<file path="config.mk">
export PLATFORM = sky130hd
export DESIGN_NAME = step_sequencer
export DESIGN_NICKNAME = d
export VERILOG_FILES = /design/src/rtl/step_sequencer.sv
export SDC_FILE = /design/constraint.sdc
export NUM_CORES = 1
export LEC_CHECK = 0
export ABC_AREA = 1
export CAP_MARGIN = 20
export CORE_ASPECT_RATIO = 1.5
export CORE_MARGIN = 2
export CORE_UTILIZATION = 37
export CTS_BUF_LIST = sky130_fd_sc_hd__clkbuf_2 sky130_fd_sc_hd__clkbuf_4 sky130_fd_sc_hd__clkbuf_8
export CTS_CLUSTER_DIAMETER = 120
export DETAILED_ROUTE_END_ITERATION = 10
export PLACE_DENSITY_LB_ADDON = 0.08
export SLEW_MARGIN = 10
export SYNTH_ARGS = -nofsm -noshare
export SYNTH_HDL_FRONTEND = slang
export SYNTH_SLANG_ARGS = --single-unit
</file>
<file path="constraint.sdc">
create_clock -name i_clock -period 2.8 [get_ports i_clock]
set_input_delay 0.28 -clock i_clock [delete_from_list [all_inputs] [get_ports i_clock]]
set_output_delay 0.28 -clock i_clock [all_outputs]
set_load 0.02 [all_outputs]
</file>
<file path="src/rtl/step_sequencer.sv">
// -----------------------------------------------------------------------------
// step_sequencer
//
// Generic transaction step sequencer. Walks steps 1..NUM_STEPS in order,
// issuing a one-cycle start pulse per step and waiting for that step's done
// level (or an automatic completion). Steps can be skipped per run, and a
// watchdog turns a stuck step into a FAULT that remembers the step code.
//
// Ports:
//   i_clock        system clock, rising edge
//   i_resetn       asynchronous active-low reset
//   i_start        begin a run (accepted in IDLE only)
//   i_abort        cancel a run / leave FAULT, back to IDLE
//   i_clear_fault  leave FAULT
//   i_skip_mask    bit i skips step i+1; latched when a start is accepted
//   i_done_step    level done per step; bit i belongs to step i+1
//   o_step         current step code, 0 when not running
//   o_step_start   one-cycle pulse on the first cycle of each step
//   o_busy         high in LAUNCH and WAIT
//   o_finished     one-cycle pulse when a run completes
//   o_fault        high while in FAULT
//   o_fault_step   step that timed out; held until the next accepted start
//   o_state        debug view of the FSM state
//
// Handshake: i_start is a level sampled on the clock edge; it is taken only
// while IDLE and otherwise dropped, there is no back-pressure signal.
// -----------------------------------------------------------------------------
module step_sequencer #(
    parameter int                   NUM_STEPS = 4,
    parameter int                   STEP_W    = 3,
    parameter logic [NUM_STEPS-1:0] AUTO_DONE = 4'b0100,
    parameter int                   TIMEOUT   = 1024,
    parameter int                   TMR_W     = 11
) (
    input  logic                 i_clock,
    input  logic                 i_resetn,
    input  logic                 i_start,
    input  logic                 i_abort,
    input  logic                 i_clear_fault,
    input  logic [NUM_STEPS-1:0] i_skip_mask,
    input  logic [NUM_STEPS-1:0] i_done_step,
    output logic [STEP_W-1:0]    o_step,
    output logic                 o_step_start,
    output logic                 o_busy,
    output logic                 o_finished,
    output logic                 o_fault,
    output logic [STEP_W-1:0]    o_fault_step,
    output logic [2:0]           o_state
);

    typedef enum logic [2:0] {
        S_IDLE   = 3'd0,
        S_LAUNCH = 3'd1,
        S_WAIT   = 3'd2,
        S_FINISH = 3'd3,
        S_FAULT  = 3'd4
    } state_t;

    state_t                 r_state;
    logic [STEP_W-1:0]      r_step;
    logic [STEP_W-1:0]      r_fault_step;
    logic [NUM_STEPS-1:0]   r_mask;
    logic [TMR_W-1:0]       r_timer;
    logic                   r_step_start;
    logic                   r_busy;
    logic                   r_finished;
    logic                   r_fault;

    logic [NUM_STEPS-1:0]   w_sel;
    logic                   w_complete;
    logic                   w_timeout;
    logic [STEP_W-1:0]      w_first_step;
    logic [STEP_W-1:0]      w_next_step;

    // Lowest non-skipped step strictly above 'from'; 0 when none is left.
    function automatic logic [STEP_W-1:0] f_next_step(
        input logic [NUM_STEPS-1:0] mask,
        input logic [STEP_W-1:0]    from
    );
        logic [STEP_W-1:0] res;
        res = '0;
        for (int i = NUM_STEPS - 1; i >= 0; i--) begin
            if (!mask[i] && (STEP_W'(i + 1) > from)) begin
                res = STEP_W'(i + 1);
            end
        end
        return res;
    endfunction

    always_comb begin
        w_sel = '0;
        // One-hot decode of the step code replaces an index by step-1,
        // so step 0 (idle) selects nothing.
        for (int i = 0; i < NUM_STEPS; i++) begin
            w_sel[i] = (r_step == STEP_W'(i + 1));
        end
        w_complete   = |(w_sel & (i_done_step | AUTO_DONE));
        w_timeout    = (TIMEOUT != 0) && (r_timer == TMR_W'(TIMEOUT - 1));
        w_first_step = f_next_step(i_skip_mask, '0);
        w_next_step  = f_next_step(r_mask, r_step);
    end

    always_ff @(posedge i_clock or negedge i_resetn) begin
        if (!i_resetn) begin
            r_state      <= S_IDLE;
            r_step       <= '0;
            r_fault_step <= '0;
            r_mask       <= '0;
            r_timer      <= '0;
            r_step_start <= 1'b0;
            r_busy       <= 1'b0;
            r_finished   <= 1'b0;
            r_fault      <= 1'b0;
        end else begin
            case (r_state)
                S_IDLE: begin
                    r_finished <= 1'b0;
                    if (i_start) begin
                        r_mask       <= i_skip_mask;
                        r_fault_step <= '0;
                        r_timer      <= '0;
                        if (w_first_step != '0) begin
                            r_state      <= S_LAUNCH;
                            r_step       <= w_first_step;
                            r_step_start <= 1'b1;
                            r_busy       <= 1'b1;
                        end else begin
                            r_state    <= S_FINISH;
                            r_finished <= 1'b1;
                        end
                    end
                end
                S_LAUNCH: begin
                    r_step_start <= 1'b0;
                    r_timer      <= '0;
                    if (i_abort) begin
                        r_state <= S_IDLE;
                        r_step  <= '0;
                        r_busy  <= 1'b0;
                    end else begin
                        // done is deliberately not looked at here, so a level
                        // left over from the previous step cannot skip WAIT.
                        r_state <= S_WAIT;
                    end
                end
                S_WAIT: begin
                    if (i_abort) begin
                        r_state <= S_IDLE;
                        r_step  <= '0;
                        r_busy  <= 1'b0;
                    end else if (w_complete) begin
                        r_timer <= '0;
                        if (w_next_step != '0) begin
                            r_state      <= S_LAUNCH;
                            r_step       <= w_next_step;
                            r_step_start <= 1'b1;
                        end else begin
                            r_state    <= S_FINISH;
                            r_step     <= '0;
                            r_busy     <= 1'b0;
                            r_finished <= 1'b1;
                        end
                    end else if (w_timeout) begin
                        r_state      <= S_FAULT;
                        r_fault_step <= r_step;
                        r_step       <= '0;
                        r_busy       <= 1'b0;
                        r_fault      <= 1'b1;
                    end else begin
                        r_timer <= r_timer + 1'b1;
                    end
                end
                S_FINISH: begin
                    r_state    <= S_IDLE;
                    r_finished <= 1'b0;
                end
                S_FAULT: begin
                    if (i_abort || i_clear_fault) begin
                        r_state <= S_IDLE;
                        r_fault <= 1'b0;
                    end
                end
                default: begin
                    r_state      <= S_IDLE;
                    r_step       <= '0;
                    r_step_start <= 1'b0;
                    r_busy       <= 1'b0;
                    r_finished   <= 1'b0;
                    r_fault      <= 1'b0;
                end
            endcase
        end
    end

    assign o_step       = r_step;
    assign o_step_start = r_step_start;
    assign o_busy       = r_busy;
    assign o_finished   = r_finished;
    assign o_fault      = r_fault;
    assign o_fault_step = r_fault_step;
    assign o_state      = r_state;

endmodule

</file>
==> flow_metrics.tcl <==
set metrics [dict create \
    r2r-end "r_timer[7]" \
    fin_crit_ns 1.791 \
    hp-class "input port to asynchronous set/reset pin" \
    worst_pin_slew_ns 0.3727 \
    die_h_microns 88.84 \
    dp.final_hpwl_microns 3249 \
    nFillCells 502 \
    final_layout_size_suffix_gt1_share_pct 10.25 \
    nets 298 \
    drc_errors 0 \
    layout_commonest_cell "nand2_1" \
    cts_buffer_depth 2 \
    finalCritPeriodShare_pct 63.98 \
    dp_cells 343 \
    fmax_ghz 0.5582 \
    critPathLaunchType "flip-flop" \
    cp_num_buf_inv 2 \
    crit_type "flip-flop to flip-flop" \
    cts_setup_buffers 0 \
    wirelength_microns 4180 \
    globalRouteOverflowTotal 0 \
    grt_pass1_vias 1586 \
    start_util_pct 38.77 \
    cts.repair.resized 0 \
    numCtsBuffers 3 \
    place_area_sq_um 2082 \
    cts_num_sinks 28 \
    cts_tree "built" \
    portBuffers 24 \
    p_total_uw 1932 \
    crit_chain "inv_2, nand3_4, inv_2, nand4_2, o21ai_2, nand2_1, o21ai_1" \
    rr_startpoint "o_state[2]" \
    vias_per_cell 4.769 \
    rsz0062_at_grt "no" \
    die-area_sq_um 5380 \
    synthArstFlopShare_pct 100.0 \
    postCtsHoldBufs 0 \
    status "completed" \
    grt_max_degree 29 \
    layout.cells.non_filler 347 \
    area_growth_syn_to_layout_pct 20.37 \
    synth_seq_area_share_pct 39.46 \
    slew_violations 0 \
    layout_common_cells "nand2_1 (89), nor2_1 (34), dfrtp_1 (28)" \
    synth_area_sq_um 1775 \
    antenna_found_initial 0 \
    syn_nets 271 \
    setup_viol 0 \
    core_area_sq_um 4579 \
    wire_per_inst_microns 12.05 \
    synth_seq_cells 28 \
    grt_use_total_pct 17.15 \
    max_stage_delay_ns 0.47 \
    slew_headroom_pct 75.16 \
    cts-root-buf "clkbuf_8" \
    final_area_sq_um 2137 \
    hold_slack_ns 0.3833 \
    gp_congestion 0.8820 \
    synth_edf_count 0 \
    clkSlewWorstSetupHoldPaths_ns 0.10 \
    peakVddDrop_v 0.0004791 \
    maxCapViolCount 0 \
    synth_area_per_cell_sq_um 6.908 \
    crit_path_frequent_cell "inv_2" \
    first_iter_violations 47 \
    reg2regPathDepth 7 \
    row_count 30 \
    crit_family "flip-flops" \
    drt_first_pass_iters 4 \
    power_density_nw_per_um2 904.0 \
    cp_data_arrival_time_ns 2.00 \
    setup_tns_ns 0 \
    hold_viol 0 \
    critPathSlowestCell "dfrtp_1" \
    h-tree-depth 1 \
    clkLatencyLatePin_ns 0.28 \
    ys_warn_count 0 \
    ys_types 30 \
    grt_pass1_wl_microns 6913 \
    vias 1655 \
    reg2reg_setup_slack_ns 1.01 \
    antenna_cells 0 \
    cp_max_fo 13 \
    power_leakage_uw 0.001014 \
    fin_skew_ns 0.005406 \
    worstSetupEndpointType "flip-flop" \
    syn-instance-count 257 \
    io_pins 26 \
    ant_nets 0 \
    required_ns 3.01 \
    synthFlopType "dfrtp_1" \
    die_x_microns 60.56 \
]
[worst reg2reg max path: cells and delay by family, from the launching register on]
kind	cells	cell delay, ns
flip-flops	1	0.47
AO/OA/AOI/OAI	2	0.43
AND/OR/NAND/NOR	3	0.42
buffers and inverters	2	0.40
[power breakdown]
part	internal [uW]	switching, uW	leakage, uW
Sequential	504	102	0.000372
Clock	126	127	0.0000288
Combinational	380	693	0.000613
Total	1010	922	0.00101
[cell usage after synthesis, drive strengths merged, types with 2 or more instances]
| cell | number | area share, % |
|---|---|---|
| dfrtp | 28 | 39 |
| o21ai | 14 | 4.2 |
| inv | 28 | 5.9 |
| xor2 | 4 | 2.0 |
| a21oi | 5 | 1.4 |
| nand3 | 18 | 6.1 |
| nor2 | 41 | 10 |
| nand4 | 6 | 2.5 |
| mux2 | 2 | 1.3 |
| buf | 3 | 1.2 |
| nor3 | 8 | 2.3 |
| nand2 | 93 | 21 |
[per-layer routing]
layer | vias up | share of wire (%) | GRT usage (%)
met1 | 758 | 42 | 19.27
met3 | 7 | 2.9 | 1.754
met5 | - | 0 | 0
li1 | 864 | - | -
met4 | 0 | 2.1 | 6.522
met2 | 26 | 53 | 32.06
[worst max path at each step]
| stage | startpoint | to | cells past startpoint |
|---|---|---|---|
| after global routing | o_state[2] | r_timer[5] | 7 |
| after floorplan | r_timer[0] | o_fault | 9 |
| final | o_state[2] | r_timer[7] | 7 |
| after global placement | i_done_step[1] | o_step[0] | 9 |
| after CTS | o_state[2] | r_timer[7] | 7 |
| after detailed placement | i_done_step[1] | o_step[0] | 9 |
[layout make-up]
class | instances | area (sq um) | share of cell area (%)
Clock buffer | 4 | 55.05 | 2.576
Multi-Input combinational cell | 197 | 944.7 | 44.20
Sequential cell | 28 | 700.7 | 32.79
Tap cell | 64 | 80.08 | 3.747
Inverter | 29 | 108.9 | 5.094
Timing Repair Buffer | 25 | 247.7 | 11.59
[cell families (layout without fill, tap and decap cells)]
group / Yosys count / in the layout / share of synthesized area [%]
compound gates: 23 / 23 / 7.259
xor+xnor: 5 / 5 / 2.466
fa+ha+maj: 1 / 1 / 0.7046
buf+inv: 32 / 58 / 7.329
flops: 28 / 28 / 39.46
mux: 2 / 2 / 1.268
simple gates: 166 / 166 / 41.51
[through the flow]
stage / setup WS [ns] / util [%]
CTS: 0.9733 / 46.67
finish: 1.009 / 46.67
detailed placement: 0.9825 / 45.46
global route: 0.8114 / 46.67
floorplan: 1.265 / -
global placement: 0.9698 / 45.46
[registers in the layout (all words and copies together) (netlist names)]
| register | count |
|---|---|
| o_finished | 1 |
| r_timer | 11 |
| o_state | 3 |
| o_fault | 1 |
| o_step | 3 |
| o_fault_step | 3 |
| o_busy | 1 |
| o_step_start | 1 |
| r_mask | 4 |
Power figures use the tool's default switching activity.
